<file path="src/rtl/half_adder.sv">
`default_nettype none
// ============================================================================
// Module      : half_adder
// Description : Registered WIDTH-bit ripple-carry adder built from chained
//               1-bit half-adder cells; outputs sum, carry, signed overflow
//               and the bitwise half-adder terms one cycle after in_valid.
// Revision    : 1.0 - initial release
// ============================================================================
module half_adder #(
    parameter int WIDTH = 20
) (
    input  logic             clk,
    input  logic             rst,
    input  logic             in_valid,
    input  logic [WIDTH-1:0] a,
    input  logic [WIDTH-1:0] b,
    input  logic             cin,
    output logic             out_valid,
    output logic [WIDTH-1:0] out,
    output logic             cout,
    output logic             ovf,
    output logic [WIDTH-1:0] hsum,
    output logic [WIDTH-1:0] hcarry
);

    logic [WIDTH-1:0] w_p;
    logic [WIDTH-1:0] w_g;
    logic [WIDTH-1:0] w_s;
    logic [WIDTH-1:0] w_t;
    logic [WIDTH:0]   w_c;
    logic             w_ovf;

    assign w_c[0] = cin;

    // Two half-adders plus an OR per bit form one full-adder stage.
    generate
        for (genvar i = 0; i < WIDTH; i++) begin : g_bit
            assign w_p[i]   = a[i] ^ b[i];
            assign w_g[i]   = a[i] & b[i];
            assign w_s[i]   = w_p[i] ^ w_c[i];
            assign w_t[i]   = w_p[i] & w_c[i];
            assign w_c[i+1] = w_g[i] | w_t[i];
        end
    endgenerate

    assign w_ovf = w_c[WIDTH] ^ w_c[WIDTH-1];

    logic             r_valid;
    logic [WIDTH-1:0] r_out;
    logic             r_cout;
    logic             r_ovf;
    logic [WIDTH-1:0] r_hsum;
    logic [WIDTH-1:0] r_hcarry;

    // Result registers load only when in_valid is set, so idle-cycle inputs
    // (including X) never reach them.
    always_ff @(posedge clk or posedge rst) begin
        if (rst) begin
            r_valid  <= 1'b0;
            r_out    <= '0;
            r_cout   <= 1'b0;
            r_ovf    <= 1'b0;
            r_hsum   <= '0;
            r_hcarry <= '0;
        end else begin
            r_valid <= in_valid;
            if (in_valid) begin
                r_out    <= w_s;
                r_cout   <= w_c[WIDTH];
                r_ovf    <= w_ovf;
                r_hsum   <= w_p;
                r_hcarry <= w_g;
            end
        end
    end

    assign out_valid = r_valid;
    assign out       = r_out;
    assign cout      = r_cout;
    assign ovf       = r_ovf;
    assign hsum      = r_hsum;
    assign hcarry    = r_hcarry;

endmodule
`default_nettype wire

</file>
<file path="config.mk">
export PLATFORM = sky130hd
export DESIGN_NAME = half_adder
export DESIGN_NICKNAME = d
export VERILOG_FILES = /design/src/rtl/half_adder.sv
export SDC_FILE = /design/constraint.sdc
export NUM_CORES = 1
export LEC_CHECK = 0
export BUFFER_PORTS_ARGS = -buffer_cell sky130_fd_sc_hd__buf_4
export CAP_MARGIN = 20
export CORE_MARGIN = 2
export CORE_UTILIZATION = 30
export DETAILED_ROUTE_END_ITERATION = 10
export PLACE_DENSITY = 0.63
export SLEW_MARGIN = 20
export SYNTH_ARGS = -nofsm -noshare
export SYNTH_HDL_FRONTEND = slang
export SYNTH_SLANG_ARGS = --single-unit
</file>
<file path="constraint.sdc">
create_clock -name clk -period 2.5 [get_ports clk]
set_input_delay 0.375 -clock clk [delete_from_list [all_inputs] [get_ports clk]]
set_output_delay 0.375 -clock clk [all_outputs]
set_load 0.03 [all_outputs]
</file>
==> summary.md, run 1 <==
| Metric | Value |
|---|---|
| Crit path DAT | `7.68 ns` |
| Setup Skew | `0 ns` |
| Placement Rows | `38` |
| First-pass GRT wire length | `10,900 µm` |
| # setup viols final | `17` |
| Final worst slack | `-4.95 ns` |
| WP data required | `2.73 ns` |
| CP endpoint kind | `flip-flop` |
| Peak supply drop | `0.293 mV` |
| Root buffer cell | `clkbuf_8` |
| Synth Instances | `184` |
| Tcrit/Tclk final | `298%` |
| Total Wirelength | `6730 µm` |
| CP Launch Type | `input port` |
| Syn Area/Cell | `18.0 µm²` |
| Io pins | `107` |
| Cts hold-fix bufs | `0` |
| Failing checks | `negative setup slack` |
| Initial antenna violation count | `0` |
| Post-route ant nets | `0` |
| Layout cells sized above 1 | `69.4%` |
| Drt wl/cell | `15.1 µm` |
| Slowest-stage cell, CP | `fa_2` |
| Syn-to-layout area delta | `36.4%` |
| Routed vias/inst | `4.27` |
| Critical Path Fanout Max | `2` |
| Hold Path Class | `in -> async` |
| Input/output buffers | `106` |
| Max incr delay on CP | `0.37 ns` |
| Inst Count DP | `431` |
| RD Place Congestion | `0.706` |
| Remaining global-route overflow | `0` |
| Die span in y | `109 µm` |
| Max frequency | `134 MHz` |
| RSZ-0062 raised after global routing | `yes` |
| Synth cell types | `13` |
| Final Max Slew Viols | `0` |
| Worst-Margin Slew | `0.645 ns` |
| Vias | `1,910` |
| Remaining DRCs | `0` |
| Min Tclk post-route | `7.45 ns` |
| FF+latch area | `1580 µm²` |
| Status | `finished with violations` |
| Post-Syn Nets | `268` |
| Crit-path leading delay family | `adder cells` |
| Iter 0 DRT Violations | `53` |
| CTS sink count | `63` |
| CTS tree | `built` |
| Power Total | `3.29 mW` |
| Area of the multi-input gates | `1610 µm²` |
| Antenna fix cells | `0` |
| Postcts setup bufs | `0` |
| CTS H-tree lvls | `3` |
| Die area | `11,900 µm²` |
| Max clock buf depth | `2` |
| Worst-Skew Late Latency | `0.34 ns` |
| Lkg Pwr | `2.25 nW` |
| Worst R2R Start | `hcarry[15]` |
| Inserted Clock Buffers | `9` |
| Initial Util | `30.6%` |
| Nets@finish | `386` |
| Critical path startpoint | `a[0]` |
| DP Wirelength | `5080 µm` |
| Cell area power density | `730 nW/µm²` |
| Worst slack, placed | `-5.37 ns` |
| Worst Path Buf+Inv | `4` |
| Area of the core | `10,800 µm²` |
| Critical path depth in cells | `26` |
| Worst reg2reg path depth | `1` |
| Register area share after synthesis | `47.7%` |
| Max_slew headroom | `56.9%` |
| Largest net degree at the start of global routing | `37` |
| DR pass1 iterations | `3` |
| Chip width | `109 µm` |
| Worst Hold Slack | `0.115 ns` |
| CTS clk-pin slew, worst paths | `0.07 ns` |
| Top cell by count, worst path | `fa_2` |
| Final Non-Filler Cells | `447` |
| YS warnings | `0` |
| Worst setup path class | `in -> reg` |
| # fillers | `994` |
| Final Hold Viols | `0` |
| Tot GR Track Use | `12.4%` |
| Number of global-route vias before repair | `2,075` |
| Cell area after synthesis | `3300 µm²` |
| Seq cells post-synth | `63` |
| Max-cap violation count | `0` |
==> layer usage <==
layer | GRT usage (%) | share of wire [%]
met5 | 0 | 0
met4 | 7.14 | 2.3
met3 | 2.81 | 5.0
met2 | 19.3 | 49
met1 | 15.9 | 44
==> cell usage after synthesis <==
cell / count / area [µm²]
mux2_4: 56 / 841
mux2_2: 3 / 33.8
dfrtp_1: 63 / 1580
buf_8: 1 / 15.0
nor2_1: 1 / 3.75
buf_12: 5 / 100
inv_1: 10 / 37.5
mux2i_1: 2 / 20.0
a21oi_1: 1 / 5.00
ha_1: 20 / 250
xnor2_1: 1 / 8.76
buf_6: 1 / 11.3
fa_1: 20 / 400
==> repair_timing <==
item                       CTS  global route
setup endpoints to repair   17            17
pin swaps                    0             0
gates resized for setup      4             0
==> path summary, 6_finish.rpt <==
path                              end  slack [ns]
hold reg to reg            hcarry[17]        0.51
min in group clk            out_valid        0.38
setup / recovery                  ovf       -4.95
setup reg to reg           hcarry[15]        1.70
hold / removal               hsum[12]        0.12
max in group asynchronous    hsum[15]        1.74
==> logic make-up (layout without fill, tap and decap cells) <==
| family | count (synthesis) | count (layout) | share of synthesized area, % |
|---|---|---|---|
| DFF | 63 | 63 | 47.7 |
| muxes | 61 | 61 | 27.1 |
| adders and majority gates | 40 | 40 | 19.7 |
| buffers and inverters | 17 | 140 | 4.96 |
| AOI/OAI and AO/OA | 1 | 1 | 0.151 |
| xor gates and xnor gates | 1 | 1 | 0.265 |
| and+or+nand+nor | 1 | 1 | 0.114 |
==> report_power, final <==
part	switching (mW)	total [mW]	internal, mW	leakage (nW)
Sequential	0.104	1.29	1.18	0.760
Combinational	0.588	1.13	0.540	1.39
Clock	0.393	0.876	0.483	0.100
Total	1.09	3.29	2.21	2.25
==> placed cells by master, fill, tap and decap left out, types with 3 or more instances in the layout <==
master	instances
buf_12	3
buf_4	110
clkbuf_8	10
clkinv_2	3
dfrtp_1	63
fa_2	20
ha_1	20
inv_1	4
inv_2	4
mux2_2	3
mux2_4	56
==> through the flow <==
| stage | setup TNS, ns | utilization [%] | area, µm² |
|---|---|---|---|
| final | -47.73 | 41.8 | 4510 |
| after global routing | -49.83 | 41.8 | 4510 |
| after CTS | -47.86 | 41.8 | 4510 |
| after detailed placement | -54.85 | 39.8 | 4300 |
| after global placement | -54.30 | 39.8 | 4300 |
| after floorplan | -48.72 | - | 3370 |
==> sequential cells by signal, summed over array words and instances, names as in the netlist <==
signal,count
out_valid,1
hcarry,20
ovf,1
out,20
hsum,20
cout,1
==> final cells by class <==
class	instances	share of cell area [%]
multi-input cells	104	35.8
flip-flops and latches	63	35.0
repair buffers	114	19.9
well taps	140	3.89
clock buffers	12	3.22
inverters	10	1.22
clock inverters	4	0.999
Note: power is estimated with default switching activity, not from simulation.
==> inputs of run 2 (changes only) <==
--- a/config.mk
+++ b/config.mk
@@ -7,7 +7,6 @@
 export LEC_CHECK = 0
 export BUFFER_PORTS_ARGS = -buffer_cell sky130_fd_sc_hd__buf_4
 export CAP_MARGIN = 20
-export CORE_MARGIN = 2
 export CORE_UTILIZATION = 30
 export DETAILED_ROUTE_END_ITERATION = 10
 export PLACE_DENSITY = 0.63
==> run 2 against run 1 <==
Effect of this change: the run still ends with negative setup slack left; maximum frequency rose by 0.17%; highest routed layer unchanged; final cell count is the same; worst setup slack improved by 0.013 ns; clock skew unchanged; sequential power hardly changed.
==> summary.md, run 2 (same netlist as run 1, synthesis figures left out) <==
| Metric | Value |
|---|---|
| Status | `finished with violations (unchanged)` |
| Failing checks | `negative setup slack (unchanged)` |
| CTS sink count | `63 (unchanged)` |
| Io pins | `107 (unchanged)` |
| Worst reg2reg setup slack | `1.71 ns (was 1.70 ns)` |
| Largest net degree at the start of global routing | `65 (was 37)` |
| Lkg Pwr | `2.26 nW (was 2.25 nW)` |
| First-pass GRT wire length | `10,600 µm (was 10,900 µm)` |
| CP Launch Type | `input port (unchanged)` |
| Crit path DAT | `7.65 ns (was 7.68 ns)` |
| Antenna fix cells | `0 (unchanged)` |
| Worst-Margin Slew | `0.648 ns (was 0.645 ns)` |
| Min Tclk post-route | `7.44 ns (was 7.45 ns)` |
| Max clock buf depth | `2 (unchanged)` |
| WP data required | `2.72 ns (was 2.73 ns)` |
| Setup Skew | `0 ns (unchanged)` |
| Final worst slack | `-4.94 ns (was -4.95 ns)` |
| GRT met3 Usage | `3.10% (was 2.81%)` |
| RD Place Congestion | `0.712 (was 0.706)` |
| Worst setup path class | `in -> reg (unchanged)` |
| Input/output buffers | `106 (unchanged)` |
| Max_slew headroom | `56.7% (was 56.9%)` |
| Final Hold Viols | `0 (unchanged)` |
| # setup viols final | `17 (unchanged)` |
| Cts hold-fix bufs | `0 (unchanged)` |
| Critical path startpoint | `a[0] (unchanged)` |
| Layout cells sized above 1 | `70.1% (was 69.4%)` |
| Chip width | `107 µm (was 109 µm)` |
| DR pass1 iterations | `3 (unchanged)` |
| DP Wirelength | `4760 µm (was 5080 µm)` |
| Cell area power density | `708 nW/µm² (was 730 nW/µm²)` |
| CTS H-tree lvls | `3 (unchanged)` |
| Final Max Slew Viols | `0 (unchanged)` |
| RSZ-0062 raised after global routing | `yes (unchanged)` |
| Root buffer cell | `clkbuf_8 (unchanged)` |
| Commonest cells after routing, fill and taps aside | `buf_4 (113), dfrtp_1 (63), mux2_4 (56) (was buf_4 (110), dfrtp_1 (63), mux2_4 (56))` |
| # fillers | `992 (was 994)` |
| CTS tree | `built (unchanged)` |
| Post-layout util | `43.0% (was 41.8%)` |
| Placement Rows | `37 (was 38)` |
| Max frequency | `134 MHz (about the same)` |
| GR Util met2 | `18.7% (was 19.3%)` |
| Die area | `11,400 µm² (was 11,900 µm²)` |
| Vias | `1,857 (was 1,910)` |
| CP endpoint kind | `flip-flop (unchanged)` |
| Total Wirelength | `6470 µm (was 6730 µm)` |
| Peak supply drop | `0.285 mV (was 0.293 mV)` |
| Syn-to-layout area delta | `36.9% (was 36.4%)` |
| Initial Util | `31.4% (was 30.6%)` |
| Max-cap violation count | `0 (unchanged)` |
| Tot GR Track Use | `12.3% (was 12.4%)` |
| M1 GR Usage | `16.7% (was 15.9%)` |
| Post-route ant nets | `0 (unchanged)` |
| Worst R2R Start | `hcarry[10] (was hcarry[15])` |
| Worst Hold Slack | `0.131 ns (was 0.115 ns)` |
| Hold Path Class | `in -> async (unchanged)` |
| Critical Path Fanout Max | `2 (unchanged)` |
| Remaining global-route overflow | `0 (unchanged)` |
| Die span in y | `107 µm (was 109 µm)` |
| Final Non-Filler Cells | `447 (unchanged)` |
| Tcrit/Tclk final | `297% (was 298%)` |
| Drt wl/cell | `14.5 µm (was 15.1 µm)` |
| Number of global-route vias before repair | `2,030 (was 2,075)` |
| Nets@finish | `390 (was 386)` |
| Inserted Clock Buffers | `9 (unchanged)` |
| Post-route cell area | `4520 µm² (was 4510 µm²)` |
| Remaining DRCs | `0 (unchanged)` |
| Most common cell after layout, fill and taps aside | `buf_4 (unchanged)` |
| Placed inst area | `4320 µm² (was 4300 µm²)` |
| Routed vias/inst | `4.15 (was 4.27)` |
| Area of the core | `10,500 µm² (was 10,800 µm²)` |
| Worst-Skew Late Latency | `0.33 ns (was 0.34 ns)` |
| Iter 0 DRT Violations | `30 (was 53)` |
| Inst Count DP | `430 (was 431)` |
| Gr busiest metal | `met2 (unchanged)` |
| CTS clk-pin slew, worst paths | `0.08 ns (was 0.07 ns)` |
| Initial antenna violation count | `0 (unchanged)` |
-- run 2: final timing paths --
kind | to | cells after the start
setup reg to reg | hcarry[10] | 1
min in group clk | hsum[19] | 3
max in group asynchronous | hcarry[16] | 3
hold / removal | hcarry[11] | 2
setup / recovery | ovf | 26
hold reg to reg | hsum[12] | 1
-- run 2: critical path, stage by stage --
cell	delay [ns]
buf_12	0.11
inv_12	0.04
fa_2	0.19
inv_2	0.04
fa_2	0.35
fa_2	0.35
fa_2	0.36
fa_2	0.36
fa_2	0.35
fa_2	0.36
fa_2	0.35
fa_2	0.34
fa_2	0.35
fa_2	0.35
fa_2	0.34
fa_2	0.35
fa_2	0.35
fa_2	0.36
fa_2	0.35
fa_2	0.35
fa_2	0.35
fa_2	0.35
inv_2	0.06
fa_2	0.20
xnor2_1	0.08
mux2_4	0.25
-- run 2: cell type report --
| class | count | area (µm²) | area share (%) |
|---|---|---|---|
| clock inverters | 5 | 33.8 | 0.747 |
| well taps | 136 | 170 | 3.76 |
| multi-input cells | 104 | 1610 | 35.7 |
| clock buffers | 11 | 141 | 3.13 |
| flip-flops and latches | 63 | 1580 | 34.9 |
| repair buffers | 118 | 931 | 20.6 |
| inverters | 10 | 55.1 | 1.22 |
-- run 2: report_power, final --
| group | switching (mW) | total, mW | internal, mW |
|---|---|---|---|
| clock | 0.402 | 0.787 | 0.385 |
| sequential | 0.0991 | 1.28 | 1.18 |
| combinational | 0.589 | 1.13 | 0.545 |
-- run 2: per-stage QoR --
step,worst slack (ns),total power [mW],setup TNS (ns)
floorplan,-4.92,2.00,-48.72
global placement,-5.27,2.43,-54.37
detailed placement,-5.37,2.45,-55.13
CTS,-4.98,3.27,-48.42
global route,-5.13,3.40,-49.93
finish,-4.94,3.20,-48.05
-- run 2: what timing repair did --
item / CTS / global route
endpoints found under the setup margin: 17 / 17
setup buffers: 1 / 0
gates resized for setup: 4 / 1
-- run 2: routing by layer --
metal | vias up | wire length [µm]
met5 | - | 0
met4 | 0 | 83
met3 | 7 | 310
met2 | 62 | 3140
met1 | 915 | 2930
li1 | 873 | -
==> inputs of run 3 (changes only) <==
--- a/config.mk
+++ b/config.mk
@@ -6,10 +6,10 @@
 export NUM_CORES = 1
 export LEC_CHECK = 0
 export BUFFER_PORTS_ARGS = -buffer_cell sky130_fd_sc_hd__buf_4
-export CAP_MARGIN = 20
 export CORE_UTILIZATION = 30
 export DETAILED_ROUTE_END_ITERATION = 10
 export PLACE_DENSITY = 0.63
+export RECOVER_POWER = 50
 export SLEW_MARGIN = 20
 export SYNTH_ARGS = -nofsm -noshare
 export SYNTH_HDL_FRONTEND = slang
==> run 3 against run 2 <==
Effect of this change: the flow still finishes with violations (negative setup slack); global-route usage unchanged; critical path type unchanged; hold slack better by 0.20 ns; highest routed layer unchanged; flip-flop and latch count unchanged; sequential share of layout area up 0.74 points.
==> summary.md, run 3 (same netlist as run 1, synthesis figures left out) <==
| Metric | Value |
|---|---|
| CTS clk-pin slew, worst paths | `0.08 ns (about the same)` |
| Setup Skew | `0 ns (unchanged)` |
| First-pass GRT wire length | `10,600 µm (unchanged)` |
| Iter 0 DRT Violations | `32 (was 30)` |
| CP endpoint kind | `flip-flop (unchanged)` |
| Worst Hold Slack | `0.326 ns (was 0.131 ns)` |
| Placement Rows | `37 (unchanged)` |
| DP Wirelength | `4760 µm (unchanged)` |
| Initial Util | `31.4% (unchanged)` |
| Min Tclk post-route | `7.45 ns (was 7.44 ns)` |
| Crit-path leading delay family | `adder cells (unchanged)` |
| Largest net degree at the start of global routing | `65 (unchanged)` |
| Cts hold-fix bufs | `0 (unchanged)` |
| Failing checks | `negative setup slack (unchanged)` |
| Inserted Clock Buffers | `9 (unchanged)` |
| Vias | `1,867 (was 1,857)` |
| Inst Count DP | `430 (unchanged)` |
| RD Place Congestion | `0.712 (unchanged)` |
| Worst-Skew Late Latency | `0.33 ns (about the same)` |
| Worst reg2reg setup slack | `1.70 ns (was 1.71 ns)` |
| Worst-Margin Slew | `1.10 ns (was 0.648 ns)` |
| Sequential fraction of design power | `40.5% (was 40.0%)` |
| Worst Path Buf+Inv | `4 (unchanged)` |
| Io pins | `107 (unchanged)` |
| Clock power share | `24.9% (was 24.6%)` |
| Placed inst area | `4320 µm² (unchanged)` |
| Most common cell after layout, fill and taps aside | `buf_4 (unchanged)` |
| DR pass1 iterations | `5 (was 3)` |
| Top cell by count, worst path | `fa_2 (unchanged)` |
| Chip width | `107 µm (unchanged)` |
| Status | `finished with violations (unchanged)` |
| Tcrit/Tclk final | `298% (was 297%)` |
| Post-route ant nets | `0 (unchanged)` |
| Remaining global-route overflow | `0 (unchanged)` |
| FF-to-FF End | `hcarry[11] (was hcarry[10])` |
| Final Hold Viols | `0 (unchanged)` |
| Crit path DAT | `7.66 ns (was 7.65 ns)` |
| Tot GR Track Use | `12.3% (unchanged)` |
| Cell area power density | `713 nW/µm² (was 708 nW/µm²)` |
| Initial antenna violation count | `0 (unchanged)` |
| RSZ-0062 raised after global routing | `yes (unchanged)` |
| # setup viols final | `17 (unchanged)` |
| Worst R2R Start | `hcarry[11] (was hcarry[10])` |
| Drt wl/cell | `14.4 µm (was 14.5 µm)` |
| CP Launch Type | `input port (unchanged)` |
| Post-route cell area | `4430 µm² (was 4520 µm²)` |
| Worst reg2reg path depth | `1 (unchanged)` |
| Commonest cells after routing, fill and taps aside | `buf_4 (112), dfrtp_1 (63), mux2_4 (35) (was buf_4 (113), dfrtp_1 (63), mux2_4 (56))` |
| Max_slew headroom | `26.4% (was 56.7%)` |
| CTS H-tree lvls | `3 (unchanged)` |
| Die span in y | `107 µm (unchanged)` |
| Final Max Slew Viols | `0 (unchanged)` |
| Critical Path Fanout Max | `2 (unchanged)` |
| Root buffer cell | `clkbuf_8 (unchanged)` |
| Remaining DRCs | `0 (unchanged)` |
| Syn-to-layout area delta | `34.0% (was 36.9%)` |
| Comb pwr share | `34.6% (was 35.4%)` |
| Input/output buffers | `106 (unchanged)` |
| Lkg Pwr | `2.18 nW (was 2.26 nW)` |
| CTS sink count | `63 (unchanged)` |
| Number of global-route vias before repair | `2,030 (unchanged)` |
| Max frequency | `134 MHz (about the same)` |
| Antenna fix cells | `0 (unchanged)` |
| WP data required | `2.72 ns (about the same)` |
| Final Non-Filler Cells | `447 (unchanged)` |
| Net Sw Frac | `34.2% (was 34.0%)` |
| Final worst slack | `-4.95 ns (was -4.94 ns)` |
| Max incr delay on CP | `0.36 ns (about the same)` |
| Routed vias/inst | `4.18 (was 4.15)` |
| CTS tree | `built (unchanged)` |
| Max clock buf depth | `2 (unchanged)` |
| Total Wirelength | `6430 µm (was 6470 µm)` |
| Max-cap violation count | `0 (unchanged)` |
| Peak supply drop | `0.286 mV (was 0.285 mV)` |
| Area of the core | `10,500 µm² (unchanged)` |
| Layout cells sized above 1 | `63.0% (was 70.1%)` |
| Int Pwr | `2.08 mW (was 2.11 mW)` |
| Switch Pwr | `1.08 mW (was 1.09 mW)` |
| Nets@finish | `390 (unchanged)` |
| Fin Setup TNS | `-48.16 ns (was -48.05 ns)` |
| Slowest-stage cell, CP | `fa_2 (unchanged)` |
| Worst setup path class | `in -> reg (unchanged)` |
| Die area | `11,400 µm² (unchanged)` |
| Hold Path Class | `in -> async (unchanged)` |
-- run 3: stage by stage --
step / setup WS, ns / power [mW] / utilization (%)
after floorplan: -4.92 / 2.00 / -
after global placement: -5.27 / 2.43 / 41.1
after detailed placement: -5.37 / 2.45 / 41.1
after CTS: -4.98 / 3.27 / 43.0
after global routing: -5.13 / 3.36 / 42.1
final: -4.95 / 3.16 / 42.1
-- run 3: power groups by stage --
stage          Sequential (mW)  Clock, mW  Combinational [mW]
2_1_floorplan             1.62          0               0.390
3_3_place_gp              1.30          0                1.13
3_5_place_dp              1.30          0                1.15
4_1_cts                   1.28      0.831                1.15
5_1_grt                   1.30      0.880                1.17
6_report                  1.28      0.786                1.09
-- run 3: final cells by class --
| type | count | area, µm² |
|---|---|---|
| fillers | 1011 | 6080 |
| well taps | 136 | 170 |
| clock buffers | 11 | 141 |
| flip-flops and latches | 63 | 1580 |
| repair buffers | 118 | 916 |
| multi-input cells | 104 | 1530 |
| clock inverters | 5 | 33.8 |
| inverters | 10 | 55.1 |
-- run 3: how the worst max path moves through the flow --
stage               slack, ns  start  cells after the start   to
global route            -5.13   a[0]                     26  ovf
CTS                     -4.98   a[0]                     26  ovf
detailed placement      -5.37   a[0]                     26  ovf
finish                  -4.95   a[0]                     26  ovf
global placement        -5.27   a[0]                     26  ovf
floorplan               -4.92   a[0]                     25  ovf
-- run 3: what timing repair did --
| action | CTS | global route |
|---|---|---|
| resized for setup | 4 | 1 |
| endpoints found under the setup margin | 17 | 17 |
| pin swaps | 0 | 0 |
| setup buffers | 1 | 0 |
-- run 3: per-layer routing --
metal	part of all wire, %	track usage, %
met5	0	0
met4	1.3	5.28
met2	49	18.7
met1	45	16.7
met3	4.8	3.10
